**src/rtl/mac_pkg.sv**
```systemverilog
// Shared types and defaults for the MAC operand path.
// Holds the operand width default and the dispatcher state encoding.
package mac_pkg;

  localparam int DATA_WIDTH = 32;

  typedef enum logic {
    IDLE = 1'b0,
    HOLD = 1'b1
  } state_e;

endpackage

```
**src/rtl/operand_hold_reg.sv**
```systemverilog
// Output register for one operand pair.
// A load always wins over a valid clear, giving zero-bubble reloads.
module operand_hold_reg
  import mac_pkg::*;
#(
  parameter int DataWidth = DATA_WIDTH
) (
  input  logic                 clk,
  input  logic                 rst,
  input  logic                 load,
  input  logic                 pad,
  input  logic                 clr,
  input  logic [DataWidth-1:0] din_a,
  input  logic [DataWidth-1:0] din_b,
  output logic [DataWidth-1:0] op_a,
  output logic [DataWidth-1:0] op_b,
  output logic                 op_pad,
  output logic                 op_valid
);

  state_e               state_q, state_d;
  logic [DataWidth-1:0] a_q, a_d;
  logic [DataWidth-1:0] b_q, b_d;
  logic                 pad_q, pad_d;

  always_comb begin
    state_d = state_q;
    a_d     = a_q;
    b_d     = b_q;
    pad_d   = pad_q;
    if (load) begin
      state_d = HOLD;
      a_d     = din_a;
      b_d     = pad ? '0 : din_b;
      pad_d   = pad;
    end else if (clr) begin
      state_d = IDLE;
    end
  end

  always_ff @(posedge clk or negedge rst) begin
    if (!rst) begin
      state_q <= IDLE;
      a_q     <= '0;
      b_q     <= '0;
      pad_q   <= 1'b0;
    end else begin
      state_q <= state_d;
      a_q     <= a_d;
      b_q     <= b_d;
      pad_q   <= pad_d;
    end
  end

  assign op_a     = a_q;
  assign op_b     = b_q;
  assign op_pad   = pad_q;
  assign op_valid = (state_q == HOLD);

endmodule

```
**src/rtl/fifo_operand_dispatcher.sv**
```systemverilog
// Read-side consumer of the MAC operand FIFO.
// Pops pairs (or a padded single on flush) into a valid/ready output stage.
module fifo_operand_dispatcher
  import mac_pkg::*;
#(
  parameter int DataWidth  = DATA_WIDTH,
  parameter int BufferSize = 4,
  parameter int CountWidth = 16
) (
  input  logic                  clk,
  input  logic                  rst,
  input  logic                  Empty,
  input  logic [BufferSize-1:0] ReadyM,
  input  logic [DataWidth-1:0]  FifoData1,
  input  logic [DataWidth-1:0]  FifoData2,
  output logic                  Pop1,
  output logic                  Pop2,
  input  logic                  Flush,
  output logic [DataWidth-1:0]  OpA,
  output logic [DataWidth-1:0]  OpB,
  output logic                  OpPad,
  output logic                  OpValid,
  input  logic                  OpReady,
  output logic [CountWidth-1:0] PairCount,
  output logic                  Busy
);

  logic                  avail2, avail1;
  logic                  slot, hshake;
  logic                  unused_ready_hi;
  logic [CountWidth-1:0] cnt_q, cnt_d;

  assign avail2 = !Empty & ReadyM[1];
  assign avail1 = !Empty & ReadyM[0] & !ReadyM[1];
  assign slot   = !OpValid | OpReady;
  assign hshake = OpValid & OpReady;

  // Gated by rst so the FIFO is never popped while held in reset.
  assign Pop2 = rst & slot & avail2;
  assign Pop1 = rst & slot & avail1 & Flush;

  assign unused_ready_hi = ^ReadyM[BufferSize-1:2];

  operand_hold_reg #(
    .DataWidth(DataWidth)
  ) u_hold (
    .clk     (clk),
    .rst     (rst),
    .load    (Pop1 | Pop2),
    .pad     (Pop1),
    .clr     (hshake),
    .din_a   (FifoData1),
    .din_b   (FifoData2),
    .op_a    (OpA),
    .op_b    (OpB),
    .op_pad  (OpPad),
    .op_valid(OpValid)
  );

  always_comb begin
    cnt_d = cnt_q + CountWidth'(hshake);
  end

  always_ff @(posedge clk or negedge rst) begin
    if (!rst) begin
      cnt_q <= '0;
    end else begin
      cnt_q <= cnt_d;
    end
  end

  assign PairCount = cnt_q;
  assign Busy      = OpValid | (Flush & ReadyM[0]);

endmodule

```
**config.mk**
```make
export PLATFORM = sky130hd
export DESIGN_NAME = fifo_operand_dispatcher
export DESIGN_NICKNAME = d
export VERILOG_FILES = /design/src/rtl/mac_pkg.sv /design/src/rtl/operand_hold_reg.sv /design/src/rtl/fifo_operand_dispatcher.sv
export SDC_FILE = /design/constraint.sdc
export NUM_CORES = 1
export LEC_CHECK = 0
export CAP_MARGIN = 20
export CORE_MARGIN = 8
export CORE_UTILIZATION = 37
export CTS_CLUSTER_SIZE = 20
export DETAILED_ROUTE_END_ITERATION = 10
export GPL_ROUTABILITY_DRIVEN = 0
export MAX_ROUTING_LAYER = met4
export PLACE_DENSITY = 0.77
export SYNTH_ARGS = -nofsm -noshare
export SYNTH_HDL_FRONTEND = slang
export SYNTH_SLANG_ARGS = --single-unit
```
**constraint.sdc**
```tcl
create_clock -name clk -period 1.5 [get_ports clk]
set_input_delay 0.3 -clock clk [delete_from_list [all_inputs] [get_ports clk]]
set_output_delay 0.3 -clock clk [all_outputs]
set_load 0.01 [all_outputs]
```
; ---- Yosys cells after proc, flatten, opt, wreduce, memory -nomap -nowiden
; Index checks and enable logic that the tools add are counted.
; Widths: inputs -> output; s select.
[totals]
regBits = 82
word_cells = 25
out_inout_bits = 85
inputBits = 73
[op_classes]
bitwise_logic = 12
n_reduce_logical = 4
n_mux = 3
addsub = 1
[ops]
columns = operator, count
row1 = $mux 32, 1
row2 = $add 16x1->16, 1
row3 = $and 1x1->1, 9
row4 = $logic_not 1->1, 3
row5 = $or 1x1->1, 3
row6 = $mux 1, 2
row7 = $reduce_bool 2->1, 1

; ---- Logic depth before layout (Yosys ltp)
; Gate-level depths: netlist of the first run.
[depth]
ltp_word = 7
mapped_depth = 6
ltp_nobuf = 6

; ---- Cells and area by module
; A second synthesis of the first run with hierarchy kept.
[hier_totals]
cells_unflattened = 275
hier_area_um2 = 3367.0
[modules_own_cells]
columns = module, seq_area_each_um2, area_each_um2, instances, cells_each
row1 = operand_hold_reg, 1651.6, 2626.3, 1, 208
row2 = fifo_operand_dispatcher, 400.4, 740.7, 1, 67

; ---- Worst setup path before layout of the first run
; Ideal clock, no wire load.
[synth_timing]
path_type = flip-flop to flip-flop
start = register u_hold.state_q, in the netlist u_hold.op_valid
end = register cnt_q[10], in the netlist PairCount[10]
t_arrival_ns = 1.578
required_time_ns = 1.421
n_path_buf = 0
setup_time_ns = 0.079
period_less_slack_ns = 1.657
setup_slack_ns = -0.157
stages_incl_launch_ff = 7
cell_sequence = dfrtp_1 and2_1 ha_1 ha_1 nand4_1 nor3_1 xor2_1
[synth_between]
elab_chain_cells = 2
[synth_lines]
columns = item, line
row1 = start: declaration, operand_hold_reg.sv:21  ; state_e state_q, state_d;
row2 = start signal: assignment, operand_hold_reg.sv:48  ; state_q <= state_d;
row3 = $and 1x1->1, fifo_operand_dispatcher.sv:36  ; assign hshake = OpValid & OpReady;
row4 = $add 16x1->16, fifo_operand_dispatcher.sv:61  ; cnt_d = cnt_q + CountWidth'(hshake);
row5 = net cnt_d[10], fifo_operand_dispatcher.sv:31  ; logic [CountWidth-1:0] cnt_q, cnt_d;
row6 = end signal: assignment, fifo_operand_dispatcher.sv:68  ; cnt_q <= cnt_d;
row7 = end: declaration, fifo_operand_dispatcher.sv:31
; The timed path passes the listed nets, and every way through them passes these cells.
; A chain may end at the register's enable or synchronous reset.

; ---- Final worst setup path of the first run
[layout_timing]
start = register u_hold.state_q, in the netlist u_hold.op_valid
end = register u_hold.a_q[7], in the netlist u_hold.op_a[7]
[layout_between]
elab_chain_cells = 6
elab_cells_between_ends = 7
classes_between = 6 x bitwise / 1 x reduce/logical
[layout_lines]
columns = item, line
row1 = $logic_not 1->1 (*), fifo_operand_dispatcher.sv:35  ; assign slot = !OpValid | OpReady;
row2 = $or 1x1->1 (*), fifo_operand_dispatcher.sv:35
row3 = $and 1x1->1 (*), "fifo_operand_dispatcher.sv:39, fifo_operand_dispatcher.sv:40"
row4 = $and 1x1->1 (2 in series), fifo_operand_dispatcher.sv:40  ; assign Pop1 = rst & slot & avail1 & Flush;
row5 = $or 1x1->1 (*), fifo_operand_dispatcher.sv:49  ; .load (Pop1 | Pop2),
row6 = end signal: assignment, operand_hold_reg.sv:44  ; a_q <= '0;
row7 = end signal: assignment, operand_hold_reg.sv:49  ; a_q <= a_d;
row8 = end: declaration, operand_hold_reg.sv:22  ; logic [DataWidth-1:0] a_q, a_d;
; Every way passes the cells marked *; elsewhere a longest branch is shown, timed or not.

==> impl.org, run 1 <==
** Status
- The flow ran to the end, but the final reports show violations.
- The final reports fail on negative setup slack.

** Logic synthesis
- Measured against the total synthesized area, the mux share comes to 0.130.
- For this run, the number of Yosys warnings is 0.
- Mapped Area :: roughly 3300 sq um
- The number of nets handed over by synthesis was 290.
- Combinational family with the most area after synthesis :: multiplexers
- A synthesized cell averages 15.3 sq um.
- Gate count after technology mapping :: between 200 and 250
- Area fraction in and, or, nand and nor cells after synthesis :: 0.0698
- Adder and majority gate portion of the synthesized area :: 0.0115
- XOR/XNOR share of the synthesized area :: 0.0376
- Compound-cell area share of the yosys netlist :: 0.0908
- Post-synthesis sequential area ratio :: 0.629
- Flip-flop and latch count after synthesis :: 82
- Number of different library cells in the post-synthesis netlist :: 26

** Detailed routing
- In this run, the number of DRC markers left after iteration 0 of detailed routing was 68.
- Remaining design rule violation count :: 0
- Via count :: ~2400
- For this run, the detailed router's first-pass iteration total came to 4.
- After detailed routing, the number of vias per cell comes to 4.84.
- Number of antenna-violating nets in the routed design :: 0
- The final layout contains routed wiring with a total length of roughly 9 mm.
- In the final routed layout, each cell accounts on average for 17.9 um.

** Die
- The die is 110 um tall.
- 158 I/O pins were placed.
- Row generation in the floorplan step produced 34 rows.
- The die is 110 um wide.
- Die ar. :: 12100 sq um
- The region available for standard cell placement spans 8640 sq um.
- For this configuration, the core starts out at a cell density of 0.378.

** Pwr
- Static Leak :: 2.62 nW
- IR Drop Worst-Case VDD :: ~600 uV
- Dividing total power by cell area gives a power density of between 1000 and 1500 nW/um^2.
- Post-route total power :: 0.00647 W

** CTS
- The cell sitting at the root of the clock tree is a clkbuf_8.
- Clock Latency Late Sink :: between 0.3 and 0.4 ns
- After clock tree synthesis, the clock-pin slew on the worst setup and hold paths is 0.08 ns.
- Number of buffers inserted by hold repair at cts :: 0
- Clock tree synthesis inserted a total of 9 buffers.
- TritonCTS built the clock tree.
- Maximum buffer depth of the clock tree :: 2
- H-tree levels :: 3
- For this design, the sink count on the clock tree is 82.

** Critical path
- Worst-path maximum fanout :: 33
- Path type of the worst setup path :: register to register
- Data arrives at the worst endpoint at around 1.7 ns.
- Type of destination of the critical path :: register
- The worst setup path is launched from a register.
- For the worst setup path, the data required time is roughly 1.7 ns.

** Cells and area
- The net count of the finished layout is approximately 470.
- The repair_antennas step left the layout with diodes totalling 0.
- Post-synthesis to final-layout area growth :: 61.7%
- Final Core Density :: 0.611
- Area used by multi-input combinational logic :: 1200 sq um
- Of the cells placed in the final design, the portion with a size suffix greater than 1 is 0.250.
- Final instance count without filler cells :: 504
- Layout filler cell count :: 706
- Summing all flip-flop and latch instances after layout gives 2060 sq um.

** GRT
- For this run, the total global-route usage over all layers was measured as 0.154.
- Antenna violations before repair :: 0
- Entering global routing, the biggest net connects between 40 and 50 pins.
- The total overflow left after global routing is 0.
- The via count of the first global-routing pass was 2670.
- The first global-routing pass estimated ~14 mm of wire.

** STA
- Hold slack :: 0.0345 ns
- Highest Clock Rate :: 0.666 GHz
- Setup violations remaining at the end of the flow were counted as 1.
- After layout, the worst setup slack is -0.000576 ns.
- Slew Limit Headroom :: 0.623
- The routed design could run at a clock period as short as 1.50 ns.
- The number of max-slew violations in the final report is 0.
- The final hold violation count came to 0.
- Final worst clock skew :: 0.00988 ns
- Final clock period utilization by the worst path :: 1.00
- Slew at the pin with the worst max-slew slack :: 0.566 ns
- Setup repair after global routing could not meet its margin everywhere.

** Run
- Count of maximum capacitance violations :: 0

** Placement
- Summed over all nets, the half-perimeter wirelength after detailed placement is 6.76 mm.
- Quantity of I/O buffers inserted on ports :: 155
- Setup WS pre-CTS :: -0.557 ns
- Once placement completed, the tool counted placed cells totaling 481.

** Min path
- Worst min-delay path class :: primary input to asynchronous set/reset pin
[synthesized netlist by cell type]
library cell / instances / area share
dfrtp_1: 82 / 0.63
a22o_1: 32 / 0.086
mux2_4: 17 / 0.078
mux2_2: 15 / 0.052
xnor2_1: 7 / 0.019
xor2_1: 7 / 0.019
buf_6: 6 / 0.021
nand2_1: 6 / 0.0069
nand3_1: 6 / 0.0092
buf_2: 5 / 0.0077
nand4_1: 5 / 0.0096
nor3_1: 4 / 0.0061
ha_1: 3 / 0.011
inv_1: 3 / 0.0034
nor2_1: 3 / 0.0034
nor4_2: 3 / 0.011
a21o_1: 1 / 0.0023
a41oi_1: 1 / 0.0027
and2_1: 1 / 0.0019
and3_1: 1 / 0.0019
and4_2: 1 / 0.0031
nand2b_1: 1 / 0.0019
nand2b_4: 1 / 0.0042
nand4_2: 1 / 0.0038
nor2b_4: 1 / 0.0042
or3_1: 1 / 0.0019
[layer usage]
| layer | vias up | track usage | wire [um] |
|---|---|---|---|
| met1 | 1197 | 0.183 | 3780 |
| met4 | 0 | 0.0473 | 99 |
| li1 | 1135 | - | - |
| met2 | 100 | 0.243 | 4450 |
| met3 | 9 | 0.0487 | 689 |
| met5 | - | - | 0 |
[sequential cells by signal, summed over array words and instances, names as in the netlist]
| register | cells |
|---|---|
| u_hold.op_valid | 1 |
| u_hold.op_b | 32 |
| u_hold.op_a | 32 |
| PairCount | 16 |
| u_hold.op_pad | 1 |
[worst max-delay path, cell delays in order, from the launching register on]
cell and delay (ns):
dfrtp_2 0.41, nand2b_4 0.08, buf_4 0.14, buf_6 0.11
nand3_4 0.08, buf_12 0.23, mux2_4 0.32
[layout make-up]
| type | count | area share |
|---|---|---|
| tap | 108 | 0.0256 |
| multi-input combinational | 118 | 0.227 |
| inverter | 3 | 0.00213 |
| timing repair buffer | 178 | 0.310 |
| sequential | 82 | 0.390 |
| clock inverter | 5 | 0.0194 |
| clock buffer | 10 | 0.0261 |
[power by group]
part	leakage, nW	switching [W]	total, W	internal, W
clock	0.118	0.000772	0.00191	0.00114
sequential	1.01	0.000277	0.00290	0.00262
combinational	1.50	0.000678	0.00165	0.000977
[stage by stage]
stage | cell area [sq um] | TNS [ns]
after floorplan | 3300 | -0.0424
after global placement | 5040 | -23.94
after detailed placement | 5040 | -25.44
after CTS | 5250 | -0.00388
after global routing | 5280 | -1.19
final | 5280 | -0.000576
[worst paths after layout]
| kind | slack (ns) | start | cells after the start | end |
|---|---|---|---|---|
| max | -0.0006 | u_hold.op_valid | 6 | u_hold.op_a[7] |
| min | 0.03 | rst | 2 | u_hold.op_b[6] |
| max reg2reg | -0.0006 | u_hold.op_valid | 6 | u_hold.op_a[7] |
| min reg2reg | 0.46 | PairCount[15] | 1 | PairCount[15] |
| max in group asynchronous | 0.49 | rst | 3 | u_hold.op_valid |
| min in group clk | 0.46 | PairCount[15] | 1 | PairCount[15] |
[placed cells by master, fill, tap and decap left out, types with 2 or more instances in the layout]
cell,count
a22o_1,32
buf_12,2
buf_2,2
buf_4,19
buf_6,4
bufinv_16,3
clkbuf_8,10
clkdlybuf4s50_1,65
dfrtp_1,76
dfrtp_2,6
dlygate4sd2_1,85
ha_4,2
inv_1,3
mux2_2,14
mux2_4,18
nand2_1,5
nand3_1,5
nand4_1,5
nor2_1,2
nor3_2,4
nor4_2,2
xnor2_1,7
xor2_1,7
[timing repair]
action	4_1_cts	5_1_grt
gates resized for setup	110	8
setup buffers	7	1
endpoints found under the setup margin	91	49
pin swaps	4	4
[logic make-up (layout without fill, tap and decap cells)]
family,Yosys count,in the layout
XOR/XNOR,14,14
AND/OR/NAND/NOR,35,35
AO/OA/AOI/OAI,34,34
multiplexers,32,32
flip-flops,82,82
buffers and inverters,14,196
adder cells (fa/ha/maj),3,3
(Power assumes the default switching activity.)
==> run 2: changes to the inputs <==
==> constraint.sdc (replaced) <==
create_clock -name clk -period 1.5 [get_ports clk]
set_input_delay 0.45 -clock clk [delete_from_list [all_inputs] [get_ports clk]]
set_output_delay 0.45 -clock clk [all_outputs]
set_load 0.01 [all_outputs]
==> run 2 against run 1 <==
The flow still finishes with violations (negative setup slack). Flip-flop and latch count did not move. Cell count increased by 5.0%. Routed wire length increased by 8.6%. Clock power decreased by 9%. Critical endpoint is now Pop1. Largest power group unchanged.
==> impl.org, run 2 (same netlist as run 1, synthesis figures left out) <==
** CTS
- Clock-pin slew on the worst setup and hold paths :: 0.08 ns (about the same)
- Clock net sink count :: 82 (unchanged)
- Maximum buffer depth of the clock tree :: 2 (unchanged)
- The CTS tree was done (unchanged).
- The number of H-tree levels was 3 (unchanged).
- CTS root buffer :: clkbuf_8 (unchanged)
- Clock Latency Late Sink :: 0.34 ns (about the same)
- The hold buffer count at cts came to 0 (unchanged).
- The TritonCTS buffer count came to 9 (unchanged).

** Pwr
- Static Leak :: 2.74 nW (was 2.62 nW)
- Post-route total power :: 0.00657 W (was 0.00647 W)
- IR Drop Worst-Case VDD :: 597 uV (was 592 uV)
- The power density of the placed cells came to 1150 nW/um^2 (was 1220 nW/um^2).

** Detailed routing
- The remaining antenna violation count was 0 (unchanged).
- The routed length per placed instance was 18.5 um (was 17.9 um).
- Wirelength, routed :: 9.80 mm (was 9.02 mm)
- Pre-antenna DRT Iters :: 4 (unchanged)
- Via count :: 2538 (was 2441)
- The remaining routing DRC violations was 0 (unchanged).
- Iteration-0 DRC count of the detailed router :: 122 (was 68)
- Vias per cell :: 4.80 (was 4.84)

** STA
- Slew Limit Headroom :: 0.528 (was 0.623)
- The shortest clock period the worst path allows after layout is 1.62 ns (was 1.50 ns).
- The number of max-slew violations in the final report came to 0 (unchanged).
- The post-route setup TNS came to -2.16 ns (was -0.000576 ns).
- The worst clock skew on the final layout came to 0.0107 ns (was 0.00988 ns).
- Slew at the pin with the worst max-slew slack :: 0.708 ns (was 0.566 ns)
- Total setup violations reported at the end of the flow :: 38 (was 1)
- Number of endpoints with negative hold slack in the final report :: 0 (unchanged)
- The post-route fraction of the period consumed by the critical path was 1.08 (was 1.00).
- The worst-case setup margin in the final layout was -0.115 ns (was -0.000576 ns).
- Unrepaired setup endpoints after global routing: yes (unchanged).
- Highest Clock Rate :: 0.619 GHz (was 0.666 GHz)

** Critical path
- The register-to-register path setup slack came to -0.11 ns (was -0.0006 ns).
- The worst setup path category is register to primary output (was register to register).
- The number of buffer and inverter instances along the worst setup path came to 1 (was 3).
- The signal arrival time at the worst endpoint came to 1.17 ns (was 1.72 ns).
- Type of destination of the critical path :: primary output (was register)
- Longest individual stage delay on the worst path :: 0.43 ns (was 0.41 ns)
- Slowest CP cell :: dfrtp_2 (unchanged)
- Launch point of the worst reg-to-reg path :: u_hold.op_valid (unchanged)
- The category of cells accounting for the largest share of critical-path delay was flip-flops (was buffers and inverters).
- Required time worst endpoint :: 1.05 ns (was 1.72 ns)
- Cells along the critical path: nand2b_4 > nand2_2 > nor3_2 > buf_2 (was nand2b_4 > buf_4 > buf_6 > nand3_4 > buf_12 > mux2_4).
- Launch point of the critical path :: u_hold.op_valid (unchanged)
- The kind of start point of the critical path is a register (unchanged).
- The maximum fanout count along the critical path is 4 (was 33).

** GRT
- Largest net degree at the start of global routing :: 58 (was 46)
- All-layer global routing usage :: 0.163 (was 0.154)
- The via count of the first global-routing pass came to 2828 (was 2670).
- Antenna violations before repair :: 0 (unchanged)
- Congestion Overflow GR :: 0 (unchanged)
- Global-route wire length before repair :: 14.9 mm (was 13.8 mm)

** Cells and area
- Commonest cells after routing, fill and taps aside :: dfrtp_1, clkdlybuf4s15_1, clkdlybuf4s50_1 (was dlygate4sd2_1, dfrtp_1, clkdlybuf4s50_1)
- Layout cells sized above 1 :: 0.295 (was 0.250)
- Leading cell type in the layout, fill and taps excluded :: dfrtp_1 (was dlygate4sd2_1)
- # diodes :: 0 (unchanged)
- The number of nets at the end of the flow came to 492 (was 468).
- The area of all sequential standard cells came to 2050 sq um (was 2060 sq um).
- The layout overhead on the synthesized area was 74.5% (was 61.7%).
- The multi-input combinational cell area was 1250 sq um (was 1200 sq um).
- Non-Filler Cell Area, Final :: 5700 sq um (was 5280 sq um)
- Final Core Density :: 0.660 (was 0.611)
- The number of fill cells in the layout was 638 (was 706).

** Placement
- Placed standard-cell area :: 5120 sq um (was 5040 sq um)
- Quantity of I/O buffers inserted on ports :: 155 (unchanged)
- The detailed placer's ending HPWL came to 6.88 mm (was 6.76 mm).
- Setup WS pre-CTS :: -0.835 ns (was -0.557 ns)

** Status
- Run status: finished, violations left (unchanged).
- Violations in the final reports :: negative setup slack (unchanged)

** Run
- Count of maximum capacitance violations :: 0 (unchanged)

** Die
- Starting density of the core :: 0.378 (unchanged)
- Die ar. :: 12100 sq um (unchanged)
- Die Y-Extent :: 110 um (unchanged)
- The number of top-level pins was 158 (unchanged).
- The cell row count came to 34 (unchanged).
- The area inside the core boundary came to 8640 sq um (unchanged).
- Horizontal die dimension :: 110 um (unchanged)

** Min path
- Worst min-delay path class :: primary input to asynchronous set/reset pin (unchanged)
## run 2: cell types whose count changed in the layout (fill, tap and decap cells not counted), sizes merged
cell / delta
clkdlybuf4s15: +71
clkinv: -1
clkdlybuf4s50: -1
clkinvlp: +1
clkbuf: +5
dlygate4sd2: -70
bufinv: -2
buf: +22
## run 2: metrics by stage
step                      instances  hold WS [ns]
after CTS                       520         0.133
after detailed placement        492         0.465
after global placement          492         0.467
after floorplan                 214         0.154
final                           529         0.144
after global routing            529         0.153
## run 2: timing repair
| action | in CTS | in global routing |
|---|---|---|
| pin swaps | 11 | 9 |
| gates cloned | 2 | 3 |
| gates resized for setup | 131 | 78 |
| endpoints found under the setup margin | 158 | 113 |
| buffers inserted | 10 | 7 |
## run 2: path summary, 6_finish.rpt
kind                            cells past startpoint               to
worst min-delay path                                2    PairCount[10]
worst min register to register                      1    PairCount[15]
worst max-delay path                                4             Pop1
worst max register to register                      8    PairCount[12]
max in group asynchronous                           3  u_hold.op_valid
min in group clk                                    1    PairCount[15]
## run 2: routing by layer
metal,up-vias,global-route usage,part of all wire
met3,11,0.0498,0.084
li1,1182,-,-
met5,-,-,0
met4,0,0.0511,0.013
met2,105,0.259,0.49
met1,1240,0.194,0.42
## run 2: power breakdown
part,switching (W),internal [W]
combinational,0.000776,0.00120
clock,0.000775,0.000952
sequential,0.000248,0.00261
## run 2: layout make-up
cell class | instances | share of cell area
Multi-Input combinational cell | 118 | 0.220
Tap cell | 108 | 0.0237
Timing Repair Buffer | 202 | 0.355
Clock inverter | 3 | 0.00791
Sequential cell | 82 | 0.361
Clock buffer | 13 | 0.0314
Inverter | 3 | 0.00198
==> run 3: changes to the inputs <==
--- a/config.mk
+++ b/config.mk
@@ -6,13 +6,12 @@
 export NUM_CORES = 1
 export LEC_CHECK = 0
 export CAP_MARGIN = 20
-export CORE_MARGIN = 8
 export CORE_UTILIZATION = 37
 export CTS_CLUSTER_SIZE = 20
 export DETAILED_ROUTE_END_ITERATION = 10
 export GPL_ROUTABILITY_DRIVEN = 0
 export MAX_ROUTING_LAYER = met4
-export PLACE_DENSITY = 0.77
+export PLACE_DENSITY = 0.84
 export SYNTH_ARGS = -nofsm -noshare
 export SYNTH_HDL_FRONTEND = slang
 export SYNTH_SLANG_ARGS = --single-unit
==> run 3 against run 2 <==
Worst setup slack got worse by 0.0014 ns. First-iteration DRC count down 38%. Non-clock buffer count increased by 7. Critical endpoint unchanged. Critical path type unchanged. Cell area shrank 0.57%. Fmax is essentially flat. Sequential power about the same. Via count increased by 1.3%. The flow still finishes with violations (negative setup slack). Highest routed layer unchanged. Sequential share of layout area rose by 0.21 points.
==> impl.org, run 3 (same netlist as run 1, synthesis figures left out) <==
** Status
- Run status: finished, violations left (unchanged).
- Violations in the final reports: negative setup slack (unchanged).

** Run
- Count of maximum capacitance violations :: 0 (unchanged)

** Die
- The die width was 95.9 um (was 110 um).
- The number of top-level pins is 158 (unchanged).
- The area inside the core boundary is 8380 sq um (was 8640 sq um).
- Starting density of the core :: 0.389 (was 0.378)
- Number of core rows :: 33 (was 34)
- Die ar. :: 9200 sq um (was 12100 sq um)
- The y dimension of the die was 95.9 um (was 110 um).

** Placement
- The number of port buffers was 155 (unchanged).
- The setup slack at placement is -0.786 ns (was -0.835 ns).
- The instance area after placement is 5120 sq um (about the same).
- HPWL reported at the end of detailed placement :: 5.99 mm (was 6.88 mm)

** GRT
- Global-route wire length before repair :: 12.8 mm (was 14.9 mm)
- The remaining global-route overflow is 0 (unchanged).
- Largest net degree at the start of global routing :: 83 (was 58)
- Antenna violations before repair :: 0 (unchanged)
- The global router's overall resource usage was 0.190 (was 0.163).
- Number of global-route vias before repair :: 2642 (was 2828)

** Cells and area
- The fraction of final layout cells with drive strength greater than 1 came to 0.311 (was 0.295).
- The leading cell type in the layout, fill and taps excluded is dfrtp_1 (unchanged).
- The number of antenna cells inserted was 0 (unchanged).
- Post-synthesis to final-layout area growth :: 73.5% (was 74.5%)
- The utilization after layout was 0.676 (was 0.660).
- Nets@finish :: 499 (was 492)
- The final design area excluding fillers came to 5660 sq um (was 5700 sq um).
- Commonest cells after routing, fill and taps aside: dfrtp_1, clkdlybuf4s50_1, clkdlybuf4s15_1 (was dfrtp_1, clkdlybuf4s15_1, clkdlybuf4s50_1).

** Detailed routing
- Remaining design rule violation count :: 0 (unchanged)
- Pre-antenna DRT Iters :: 4 (unchanged)
- Iteration-0 DRC count of the detailed router :: 76 (was 122)
- The vias per cell was 4.82 (was 4.80).
- The routed length per placed instance came to 16.7 um (was 18.5 um).
- Number of antenna-violating nets in the routed design :: 0 (unchanged)
- The total wire length came to 8.92 mm (was 9.80 mm).
- The number of vias in the routed layout was 2570 (was 2538).

** CTS
- The source-to-sink clock delay at the later pin of the worst-skew pair is 0.33 ns (was 0.34 ns).
- Number of buffers added by the clock tree synthesis step :: 9 (unchanged)
- Clock-pin slew on the worst setup and hold paths :: 0.10 ns (was 0.08 ns)
- The CTS tree is done (unchanged).
- The worst-case clock buffer depth came to 2 (unchanged).
- The clock root buffer master is clkbuf_8 (unchanged).
- H-tree levels :: 3 (unchanged)
- The TritonCTS sink count came to 82 (unchanged).
- Number of buffers inserted by hold repair at cts :: 0 (unchanged)

** Critical path
- The category of cells accounting for the largest share of critical-path delay is flip-flops (unchanged).
- Required time worst endpoint :: 1.05 ns (about the same)
- The cell with the biggest individual delay on the critical path is dfrtp_2 (unchanged).
- The worst setup path category was register to primary output (unchanged).
- The maximum fanout count along the critical path is 3 (was 4).
- The register-to-register path setup slack was -0.10 ns (was -0.11 ns).
- Cells along the critical path :: nand2b_4 > nand2_1 > nor3_1 > buf_2 (was nand2b_4 > nand2_2 > nor3_2 > buf_2)
- The kind of start point of the critical path is a register (unchanged).
- The highest cell delay on the worst timing path came to 0.44 ns (was 0.43 ns).
- Type of destination of the critical path :: primary output (unchanged)
- The signal arrival time at the worst endpoint is 1.17 ns (about the same).
- The number of buffer and inverter instances along the worst setup path was 1 (unchanged).

** Pwr
- The post-route total power is 0.00627 W (was 0.00657 W).
- The power share of the sequential group came to 0.454 (was 0.436).
- IR Drop Worst-Case VDD :: 541 uV (was 597 uV)
- Static Leak :: 2.75 nW (was 2.74 nW)
- Power density over the cells :: 1110 nW/um^2 (was 1150 nW/um^2)
- The switching power is 0.00184 W (was 0.00180 W).
- The cell-internal power came to 0.00442 W (was 0.00477 W).
- The clock power share is 0.230 (was 0.263).
- Part of the power in combinational logic :: 0.316 (was 0.301)
- Sw Share :: 0.294 (was 0.274)

** Min path
- The type of the most critical hold path is primary input to asynchronous set/reset pin (unchanged).

** STA
- Final period demand of the worst path :: 1.62 ns (about the same)
- Fin Setup TNS :: -1.02 ns (was -2.16 ns)
- The fmax was 0.619 GHz (about the same).
- Final worst clock skew :: 0.0107 ns (about the same)
- The number of max-slew violations in the final report came to 0 (unchanged).
- The headroom to the max-slew limit is 0.677 (was 0.528).
- The number of setup violations in the final report came to 36 (was 38).
- Unrepaired setup endpoints after global routing: yes (unchanged).
- The post-route fraction of the period consumed by the critical path was 1.08 (about the same).
- Number of endpoints with negative hold slack in the final report :: 0 (unchanged)
- Least setup slack across all paths after layout :: -0.117 ns (was -0.115 ns)
- Slew at the pin with the worst max-slew slack :: 0.484 ns (was 0.708 ns)
## run 3: changes by cell type in the layout (fill, tap and decap cells not counted), moves of 2 or more
cell / delta
clkbuf_8: -4
clkdlybuf4s15_1: -23
mux2_2: +7
buf_12: +2
nand2_2: -2
mux2_4: -7
nand2_1: +2
buf_4: +8
clkbuf_2: +3
clkinv_4: +3
dlygate4sd2_1: +21
buf_6: -3
## run 3: worst paths after layout
| kind | cells past startpoint | endpoint | start |
|---|---|---|---|
| max in group asynchronous | 3 | u_hold.op_b[17] | rst |
| min in group clk | 1 | PairCount[15] | PairCount[15] |
| worst min-delay path | 2 | u_hold.op_b[9] | rst |
| worst min register to register | 1 | PairCount[15] | PairCount[15] |
| worst max-delay path | 4 | Pop1 | u_hold.op_valid |
| worst max register to register | 8 | PairCount[12] | u_hold.op_valid |
## run 3: cell type report
cell class / instances / area [sq um]
tap: 105 / 131
multi-input combinational: 118 / 1240
inverter: 3 / 11.3
timing repair buffer: 209 / 2050
clock buffer: 9 / 124
sequential: 82 / 2050
clock inverter: 7 / 55.1
fill: 607 / 2720
## run 3: per-layer routing
metal	global-route usage	vias up	share of wire
met5	-	-	0
met4	0.0547	0	0.012
met3	0.0482	8	0.061
met2	0.328	102	0.51
met1	0.218	1266	0.41
li1	-	1194	-
## run 3: power by group through the flow
| stage | registers, W | logic [W] | clock network [W] |
|---|---|---|---|
| after CTS | 0.00284 | 0.00180 | 0.00150 |
| after floorplan | 0.00312 | 0.000491 | 0 |
| after global placement | 0.00289 | 0.00196 | 0 |
| after global routing | 0.00289 | 0.00212 | 0.00158 |
| after detailed placement | 0.00290 | 0.00200 | 0 |
| final | 0.00285 | 0.00198 | 0.00144 |
## run 3: stage by stage
stage | instances | hold WS [ns]
2_1_floorplan | 214 | 0.154
3_3_place_gp | 488 | 0.457
3_5_place_dp | 488 | 0.457
4_1_cts | 515 | 0.416
5_1_grt | 533 | 0.194
6_report | 533 | 0.172
## run 3: timing repair
action | in CTS | in global routing
resized for setup | 120 | 60
setup buffers | 10 | 13
cloned | 1 | 4
endpoints found under the setup margin | 158 | 98
pin swaps | 14 | 6
==> patch: new RTL, flow settings as in run 2 <==
`a_q` no longer has a reset.
--- a/src/rtl/operand_hold_reg.sv
+++ b/src/rtl/operand_hold_reg.sv
@@ -41,15 +41,17 @@
   always_ff @(posedge clk or negedge rst) begin
     if (!rst) begin
       state_q <= IDLE;
-      a_q     <= '0;
       b_q     <= '0;
       pad_q   <= 1'b0;
     end else begin
       state_q <= state_d;
-      a_q     <= a_d;
       b_q     <= b_d;
       pad_q   <= pad_d;
     end
+  end
+
+  always_ff @(posedge clk) begin
+    a_q <= a_d;
   end
 
   assign op_a     = a_q;
Behaviour: differs if rst is asserted again (counterexample within 4 cycles, from zero or initial values and one cycle with rst low); with rst held inactive, the same outputs for 10 cycles.
==> patch against run 2 <==
  * The flow still finishes with violations (setup timing)
  * Setup slack got worse by 0.0052 ns
  * Design area decreased by 8.4%
  * Critical path depth grew 4
  * Synthesized area is 9.3% lower
  * Sequential cell count unchanged
  * Routed wire length shrank 7.0%
  * Total power decreased by 13%
  * Sequential share of layout area rose by 6.4 points
  * Critical path type is now reg -> reg
  * Largest power group unchanged
  * Highest routed layer unchanged
==> patch: results (changes against run 2) <==
Run status: complete, but fails checks
Failing checks: setup timing
Area after DPL: 4858 um^2 (-5.2%)
Clock slew at reported path FFs: 0.09 ns
Nets: 454 (-7.7%)
Max transition margin: 56.52% (+3.7 points)
Initial antenna violation count: 0 (unchanged)
Worst reg2reg path startpoint: u_hold.op_valid$_DFFE_PN0P_
Area contributors post-synth: dfrtp_1, edfxtp_1, a22o_1
Max VDD drop: 558.9 uV (-6.4%)
DP Wirelength: 6673 um (-2.9%)
TritonCTS Buffers: 9 (unchanged)
Largest net degree at the start of global routing: 51 (-12%)
Crit-path max FO: 5 (+1)
Worst path top cell family by delay: flip-flops
Antenna-violating nets left: 0 (unchanged)
Fin worst setup slack: -0.1204 ns (-0.005208 ns)
Post-synth EDFFs: 32 (+32)
Compound-Gate Fraction of Synth Area: 10.02% (+0.93 points)
First-pass GRT wire length: 14100 um (-5.2%)
H-tree levels: 3 (unchanged)
Vias in the first global route: 2461 (-13%)
Finished Layout Cells: 485 (-8.3%)
Largest stage delay, worst path: 0.44 ns
Placed insts: 456 (-7.3%)
Most instantiated cells after synthesis: dfrtp_1, a22o_1, edfxtp_1
Via Count: 2325 (-8.4%)
Clock buffer depth: 2 (unchanged)
HP Class: in -> async
Port-buffer cells: 155 (unchanged)
DRT Pass-1 Iters: 4 (unchanged)
Clock latency at the later pin of the worst-skew pair: 0.34 ns (about the same)
Setup violators final: 10 (-74%)
GRT Total Usage: 16.80% (+0.46 points)
Fin Clk Skew: 0.008243 ns (-0.002450 ns)
Layout cells sized above 1: 22.19% (-7.3 points)
Syn_nets: 255 (-12%)
CP max stage cell: dfrtp_2
Proportion of synthesized area in mux cells: 0% (-13 points)
Asr flop ratio synth: 60.98% (-39 points)
Yosys warnings: 0 (unchanged)
Crit path DAT: 1.83 ns (+0.66 ns)
Setup TNS: -0.7146 ns (+1.443 ns)
Clk root buf: clkbuf_8
Startpoint types: flop
Adder-Cell Fraction of Synth Area: 1.268% (+0.12 points)
DRT iter0 DRCs: 70 (-43%)
Antenna diode count: 0 (unchanged)
Post-Syn Instances: 179 (-16%)
Leak: 2.281 nW (-17%)
Filler cells: 566 (-11%)
Post-synth cell types: 25 (-3.8%)
Routed WL: 9116 um (-7.0%)
Worst slack, placed: -0.8047 ns (+0.02999 ns)
Synth Area in XOR/XNOR: 4.142% (+0.39 points)
Seq/Total Area, Yosys: 74.73% (+12 points)
[patch: power breakdown]
part | total [mW] | leakage, nW | switching, mW | internal, mW
sequential | 2.71 | 0.931 | 0.128 | 2.58
clock | 1.68 | 0.0973 | 0.806 | 0.877
combinational | 1.29 | 1.25 | 0.551 | 0.739
[patch: final cells by class]
| class | instances | area [um^2] | area share, % |
|---|---|---|---|
| tap | 102 | 127.6 | 2.445 |
| clock inverter | 5 | 61.31 | 1.175 |
| timing repair buffer | 195 | 1846 | 35.36 |
| clock buffer | 11 | 152.6 | 2.925 |
| multi-input combinational | 86 | 799.5 | 15.32 |
| sequential | 82 | 2213 | 42.41 |
| inverter | 4 | 18.77 | 0.3596 |
[patch: worst register-to-register path, cell delays in order, from the launching register on]
cell and delay [ns]:
dfrtp_2 0.44, buf_6 0.13, and2_4 0.15, ha_4 0.17
ha_4 0.15, nand4_1 0.08, buf_6 0.16, nor4_4 0.05
xor2_1 0.18
[patch: worst paths after layout]
path                                          endpoint  slack, ns  cells past startpoint
hold / removal              u_hold.op_b[0]$_DFFE_PN0P_       0.24                      2
min in group clk            u_hold.op_b[3]$_DFFE_PN0P_       0.50                      1
setup / recovery               PairCount[14]$_DFF_PN0_      -0.12                      8
setup reg to reg               PairCount[14]$_DFF_PN0_      -0.12                      8
max in group asynchronous  u_hold.op_valid$_DFFE_PN0P_       0.80                      2
hold reg to reg             u_hold.op_b[3]$_DFFE_PN0P_       0.50                      1
[patch: per-layer routing]
layer	vias to the layer above	share of wire, %	GRT usage (%)
met3	8	7.8	5.664
met2	109	50	27.20
li1	1069	-	-
met1	1139	41	19.97
met4	0	0.69	3.364
met5	-	0	-
[patch: kinds of logic (layout without fill, tap and decap cells)]
kind of cell,after synthesis,after routing
DFF,82,82
AOI/OAI and AO/OA,34,34
xor gates and xnor gates,14,14
adders and majority gates,3,3
buffers and inverters,11,215
and+or+nand+nor,35,35
[patch: timing repair]
action / CTS / global route
setup endpoints to repair: 161 / 66
gates cloned: 0 / 0
setup buffers: 7 / 7
gates resized for setup: 129 / 56
pin swaps: 14 / 2
hold buffers: 0 / 0
